==> src/rtl/nd_2to1_merge_pkg.sv <==
// Shared definitions for the 2-to-1 message merge node: field size defaults,
// ON/OFF constants, channel declaration macros, output FSM state encodings
// and the round-robin grant helper.
// Optional feature macro used by the node: NS_MERGE_REDUN_CHK_EN.

`ifndef ND_2TO1_MERGE_PKG_SV
`define ND_2TO1_MERGE_PKG_SV

// Declares the four payload fields plus req/ack of a channel as local signals.
`define NS_CHAN_DECL(s_n, d_n, x_n, r_n, q_n, k_n, a, d, r) \
    logic [(a)-1:0] s_n; \
    logic [(a)-1:0] d_n; \
    logic [(d)-1:0] x_n; \
    logic [(r)-1:0] r_n; \
    logic           q_n; \
    logic           k_n;

package nd_2to1_merge_pkg;

    // Field size defaults
    localparam int NS_ADDRESS_SIZE = 8;
    localparam int NS_DATA_SIZE    = 16;
    localparam int NS_REDUN_SIZE   = 4;

    // Single-bit level constants
    localparam logic ON  = 1'b1;
    localparam logic OFF = 1'b0;

    // Output handshake FSM states
    typedef enum logic [1:0] {
        OUT_IDLE  = 2'd0,
        OUT_WAIT  = 2'd1,
        OUT_DRAIN = 2'd2
    } out_state_t;

    // Round-robin pick between two eligible channels.
    // Only one eligible: it wins. Both eligible: the one not granted last wins.
    function automatic logic pick_grant(input logic elig0,
                                        input logic elig1,
                                        input logic last_grant);
        if (elig0 && elig1) begin
            return ~last_grant;
        end
        return elig1;
    endfunction

endpackage

`endif

==> src/rtl/nd_2to1_merge_calc_redun.sv <==
// Redundancy code generator for a message: XOR-folds the concatenation
// {src, dst, dat} into RSZ bits (bit k of the result is the XOR of every
// message bit whose position modulo RSZ equals k, counting from the LSB).
// Purely combinational; used by the merge node only when
// NS_MERGE_REDUN_CHK_EN is defined.

module nd_2to1_merge_calc_redun #(
    parameter int ASZ = 8,
    parameter int DSZ = 16,
    parameter int RSZ = 4
) (
    input  logic [ASZ-1:0] src,
    input  logic [ASZ-1:0] dst,
    input  logic [DSZ-1:0] dat,
    output logic [RSZ-1:0] redun
);

    localparam int VW     = 2 * ASZ + DSZ;
    localparam int CHUNKS = (VW + RSZ - 1) / RSZ;

    logic [VW-1:0] vec;

    assign vec = {src, dst, dat};

    // Fold the message into RSZ-bit chunks and XOR them together
    always_comb begin
        redun = '0;
        for (int c = 0; c < CHUNKS; c++) begin
            for (int b = 0; b < RSZ; b++) begin
                if (c * RSZ + b < VW) begin
                    redun[b] = redun[b] ^ vec[c * RSZ + b];
                end
            end
        end
    end

endmodule

==> src/rtl/nd_2to1_merge.sv <==
// nd_2to1_merge: two-input, one-output message merge node on 4-phase req/ack
// channels with round-robin arbitration and a single message buffer.
// Optional feature macro: NS_MERGE_REDUN_CHK_EN -- when defined, each
// captured message has its redundancy recomputed one cycle after capture and
// is dropped (with a sticky err) on mismatch; when undefined, err is 0.
//
// Handshake (every channel): the sender holds its fields stable and raises
// req; the receiver raises ack once it has taken the fields; the sender then
// drops req; the receiver drops ack on seeing req low. A new transfer starts
// only once both req and ack are low again.

module nd_2to1_merge
    import nd_2to1_merge_pkg::*;
#(
    parameter int ASZ = NS_ADDRESS_SIZE,
    parameter int DSZ = NS_DATA_SIZE,
    parameter int RSZ = NS_REDUN_SIZE
) (
    input  logic           clk,
    input  logic           reset,
    // input channel 0
    input  logic [ASZ-1:0] i0_src,
    input  logic [ASZ-1:0] i0_dst,
    input  logic [DSZ-1:0] i0_dat,
    input  logic [RSZ-1:0] i0_red,
    input  logic           i0_req,
    output logic           i0_ack,
    // input channel 1
    input  logic [ASZ-1:0] i1_src,
    input  logic [ASZ-1:0] i1_dst,
    input  logic [DSZ-1:0] i1_dat,
    input  logic [RSZ-1:0] i1_red,
    input  logic           i1_req,
    output logic           i1_ack,
    // output channel
    output logic [ASZ-1:0] o0_src,
    output logic [ASZ-1:0] o0_dst,
    output logic [DSZ-1:0] o0_dat,
    output logic [RSZ-1:0] o0_red,
    output logic           o0_req,
    input  logic           o0_ack,
    // sticky redundancy error
    output logic           err
);

    // The o0_* field registers are the message buffer itself.
    out_state_t out_state;
    logic       buf_full;
    logic       last_grant;
    logic       elig0;
    logic       elig1;
    logic       grant;
    logic       capture;
    logic       chk_hold;
    logic       red_bad;

    // A channel is eligible only after its previous ack has been released.
    assign elig0   = i0_req & ~i0_ack;
    assign elig1   = i1_req & ~i1_ack;
    // Capture only into a buffer that is empty before this edge.
    assign capture = ~buf_full & (elig0 | elig1);
    assign grant   = pick_grant(elig0, elig1, last_grant);

`ifdef NS_MERGE_REDUN_CHK_EN
    logic           chk_pending;
    logic [RSZ-1:0] calc_red;

    nd_2to1_merge_calc_redun #(
        .ASZ (ASZ),
        .DSZ (DSZ),
        .RSZ (RSZ)
    ) u_calc_redun (
        .src   (o0_src),
        .dst   (o0_dst),
        .dat   (o0_dat),
        .redun (calc_red)
    );

    // A freshly captured message is checked on the following edge.
    assign red_bad  = chk_pending & (calc_red != o0_red);
    assign chk_hold = chk_pending;

    // Check-pending flag and sticky error flag
    always_ff @(posedge clk or posedge reset) begin
        if (reset) begin
            chk_pending <= OFF;
            err         <= OFF;
        end else begin
            chk_pending <= capture;
            if (red_bad) begin
                err <= ON;
            end
        end
    end
`else
    assign red_bad  = OFF;
    assign chk_hold = OFF;
    assign err      = OFF;
`endif

    // Input side: ack release, grant and ack raise, round-robin memory
    always_ff @(posedge clk or posedge reset) begin
        if (reset) begin
            i0_ack     <= OFF;
            i1_ack     <= OFF;
            last_grant <= ON;
        end else begin
            if (i0_ack && !i0_req) begin
                i0_ack <= OFF;
            end
            if (i1_ack && !i1_req) begin
                i1_ack <= OFF;
            end
            if (capture) begin
                last_grant <= grant;
                if (grant) begin
                    i1_ack <= ON;
                end else begin
                    i0_ack <= ON;
                end
            end
        end
    end

    // Buffer load and output handshake FSM
    always_ff @(posedge clk or posedge reset) begin
        if (reset) begin
            buf_full  <= OFF;
            o0_req    <= OFF;
            out_state <= OUT_IDLE;
            o0_src    <= '0;
            o0_dst    <= '0;
            o0_dat    <= '0;
            o0_red    <= '0;
        end else begin
            case (out_state)
                OUT_IDLE: begin
                    if (buf_full && !chk_hold && !o0_ack) begin
                        o0_req    <= ON;
                        out_state <= OUT_WAIT;
                    end
                end
                OUT_WAIT: begin
                    if (o0_ack) begin
                        o0_req    <= OFF;
                        buf_full  <= OFF;
                        out_state <= OUT_DRAIN;
                    end
                end
                OUT_DRAIN: begin
                    if (!o0_ack) begin
                        out_state <= OUT_IDLE;
                    end
                end
                default: begin
                    out_state <= OUT_IDLE;
                end
            endcase

            // A message failing its redundancy check is discarded unsent.
            if (red_bad) begin
                buf_full <= OFF;
            end

            // capture implies the buffer was empty, so it never collides
            // with the buffer being emptied above.
            if (capture) begin
                buf_full <= ON;
                if (grant) begin
                    o0_src <= i1_src;
                    o0_dst <= i1_dst;
                    o0_dat <= i1_dat;
                    o0_red <= i1_red;
                end else begin
                    o0_src <= i0_src;
                    o0_dst <= i0_dst;
                    o0_dat <= i0_dat;
                    o0_red <= i0_red;
                end
            end
        end
    end

endmodule

==> config.mk <==
export PLATFORM = sky130hd
export DESIGN_NAME = nd_2to1_merge
export DESIGN_NICKNAME = d
export VERILOG_FILES = /design/src/rtl/nd_2to1_merge_pkg.sv /design/src/rtl/nd_2to1_merge_calc_redun.sv /design/src/rtl/nd_2to1_merge.sv
export SDC_FILE = /design/constraint.sdc
export NUM_CORES = 1
export LEC_CHECK = 0
export CAP_MARGIN = 10
export CORE_UTILIZATION = 38
export CTS_CLUSTER_DIAMETER = 40
export DETAILED_ROUTE_END_ITERATION = 12
export GPL_TIMING_DRIVEN = 0
export MAX_ROUTING_LAYER = met4
export PLACE_DENSITY = 0.8
export SETUP_SLACK_MARGIN = 0.15
export SYNTH_ARGS = -nofsm -noshare
export SYNTH_HDL_FRONTEND = slang
export SYNTH_SLANG_ARGS = --single-unit
==> constraint.sdc <==
create_clock -name clk -period 1.9 [get_ports clk]
set_input_delay 0.19 -clock clk [delete_from_list [all_inputs] [get_ports clk]]
set_output_delay 0.19 -clock clk [all_outputs]
set_load 0.02 [all_outputs]
==> metrics.yaml <==
status:
  status: "finished, final reports clean"
worst_setup_path:
  cp_top_family: "buffers and inverters"
  cpPeakStageDelay_ns: 0.55
  required_ns: 2.07
  critical_path_class: "input pin to register"
  cp_num_cells: 5
  end_kind: "register"
  cp_max_fo: 10
  path_cells: "clkdlybuf4s50_1 -> nor3b_4 -> buf_6 -> nor4b_1 -> a221o_1"
  critical_path_buf_inv_count: 2
  start_kind: "input pin"
  rr_worst_depth: 4
  slowest_stage: "clkdlybuf4s50_1"
  arrival_ns: 1.84
detailed_routing:
  ant_nets: 0
  num_vias: 1937
  via_per_inst: 5.472
  drt-pass1-iter-count: 4
  wl_per_cell_um: 17.67
  drc_errors: 0
  drtIter0Drc: 177
  wirelength_um: 6256
floorplan:
  io_pins: 117
  die_h_um: 76.09
  die_x_um: 76.09
  rows: 26
  initial_utilization_pct: 40.07
  core_mm2: 0.005205
  dieArea_mm2: 0.005789
global_route:
  overflow: 0
  antenna_found_initial: 0
  grt_pass1_vias: 2006
  grt_max_degree: 23
  grt_util_all_layers_pct: 23.12
  grt_pass1_wl_um: 10340
sta:
  period_needed_ns: 1.665
  finalWorstSetupSlack_ns: 0.2352
  rsz0062_at_grt: "false"
  skew_ns: 0.005641
  final-hold-violation-count: 0
  tightest_slew_ns: 0.5673
  fin_crit_sh_pct: 87.62
  slew_headroom_pct: 62.14
  setup_viol: 0
  maxSlewViolCount: 0
  fmax_ghz: 0.6007
clock_tree:
  cts_max_level: 2
  postCtsHoldBufs: 0
  clk_path_buf_depth: 2
  clkLatencyLatePin_ns: 0.29
  cts-root-buf: "clkbuf_8"
  cts_setup_buffers: 0
  clkSlewWorstSetupHoldPaths_ns: 0.08
  cts.sinks: 43
  cts-resized-gates: 0
  cts_tree: "built"
  cts_buffers: 5
worst_hold_path:
  hold_class: "input pin to asynchronous set/reset pin"
layout:
  fillers: 433
  layout-drive-gt1-share_pct: 11.27
  finish.utilization_pct: 66.97
  nets: 360
  syn_to_final_growth_pct: 67.13
  n_antenna_cell: 0
pwr:
  leakage_uw: 0.001391
  peakVddDrop_mv: 0.9286
  power_density_mw_per_mm2: 1518
placed_design:
  dp_slack_ns: -0.06600
  dpl.hpwl_um: 4526
  io_buffers: 115
  gp_congestion: 0.7525
logic_synthesis:
  yosysUniqueCellTypes: 24
  postSynthAreaPerCell_um2: 13.04
  ys_ff_latch: 43
  ys_warn_count: 0
  syn_area_mm2: 0.002086
  synthCells: 160
  syn_nets: 237
  synth_seq_area_share_pct: 51.65
run:
  maxCapViolCount: 0
## cells in the final DEF, fill, tap and decap left out
cell / n
and3b_1: 1
nor3_4: 1
conb_1: 1
buf_6: 9
xnor2_1: 1
inv_1: 2
buf_4: 4
nor3b_4: 1
a21o_1: 2
nor4b_1: 36
buf_16: 1
dfstp_2: 1
clkdlybuf4s50_1: 115
nand3b_1: 1
a21oi_1: 2
nor2_1: 3
clkbuf_1: 2
nand2b_1: 1
bufinv_16: 2
inv_2: 1
a221o_1: 36
nor3_1: 1
clkbuf_8: 5
dfrtp_1: 42
o21ai_0: 2
nand2_1: 2
o21a_1: 2
clkbuf_2: 1
buf_2: 5
nand2b_4: 1
## stage by stage
stage          hold slack, ns  TNS, ns  std cells  power, uW  cell area (um^2)
6_report               0.2491        0        354       5290              3486
5_1_grt                0.2941        0        354       5564              3486
4_1_cts                0.2503        0        354       5326              3485
3_5_place_dp           0.4909   -1.406        346       4462              3352
3_3_place_gp           0.4779   -10.64        345       4407              3324
2_1_floorplan          0.3069        0        160       3211              2086
## worst paths after layout
path	start	endpoint	slack, ns
min	reset	o0_dat[2]$_DFFE_PP0P_	0.25
max reg2reg	i1_ack$_DFF_PP0_	o0_dst[6]$_DFFE_PP0P_	0.25
max in group asynchronous	reset	o0_red[0]$_DFFE_PP0P_	1.16
min reg2reg	last_grant$_DFFE_PP1P_	last_grant$_DFFE_PP1P_	0.50
min in group clk	o0_ack	out_state[1]$_DFFE_PP0P_	0.48
max	i1_req	o0_dst[6]$_DFFE_PP0P_	0.24
## routing by layer
metal	wire, um	vias up	track usage [%]
met2	3013	87	36.36
met1	2890	948	31.20
met3	347	2	4.790
met4	4	0	4.423
li1	-	900	-
met5	0	-	-
## cells by family after synthesis
logic type      share of synthesized area, %
simple gates                           19.68
flops                                  51.65
buf+inv                                8.398
xor+xnor                              0.4200
other cells                           0.1798
compound gates                         19.68
## final cells by class
type	instances	area [um^2]	share of cell area, %
timing repair buffer	116	1179	33.81
sequential	43	1077	30.90
multi-input combinational	94	833.3	23.91
buffer	20	165.2	4.738
tap	70	87.58	2.513
clock buffer	6	72.57	2.082
clock inverter	2	60.06	1.723
inverter	3	11.26	0.3230
## cells in the mapped netlist
library cell	instances	area share [%]
buf_2	5	1.2
o21ai_0	2	0.48
nor2_1	3	0.54
a21o_1	2	0.72
a21oi_1	2	0.48
buf_4	4	1.4
nand2_1	2	0.36
xnor2_1	1	0.42
nor3b_4	1	0.90
o21a_1	2	0.72
nand2b_4	1	0.66
inv_1	3	0.54
nor4b_1	36	15
and3b_1	1	0.42
dfrtp_1	42	50
nand3b_1	1	0.36
conb_1	1	0.18
clkbuf_1	2	0.36
dfstp_2	1	1.3
nor3_4	1	0.78
nor3_1	1	0.24
nand2b_1	1	0.30
a221o_1	36	17
buf_6	9	4.9
## worst reg2reg max path, cell delays in order, from the launching register on
cell	delay, ns
dfrtp_1	0.44
nor3b_4	0.53
buf_6	0.22
nor4b_1	0.07
a221o_1	0.27
## flip-flops by register name, summed over array words and instances, names as in the netlist
signal,flops
o0_red,4
o0_dst,8
i1_ack,1
last_grant,1
o0_req,1
o0_src,8
buf_full,1
i0_ack,1
o0_dat,16
out_state,2
## power breakdown
part | total [uW] | internal (uW) | switching, uW | leakage [uW]
registers | 1600 | 1350 | 249 | 0.000530
clock network | 840 | 526 | 315 | 0.0000654
logic | 2850 | 1480 | 1370 | 0.000795
total | 5290 | 3350 | 1940 | 0.00139
Note: power is estimated with default switching activity, not from simulation.
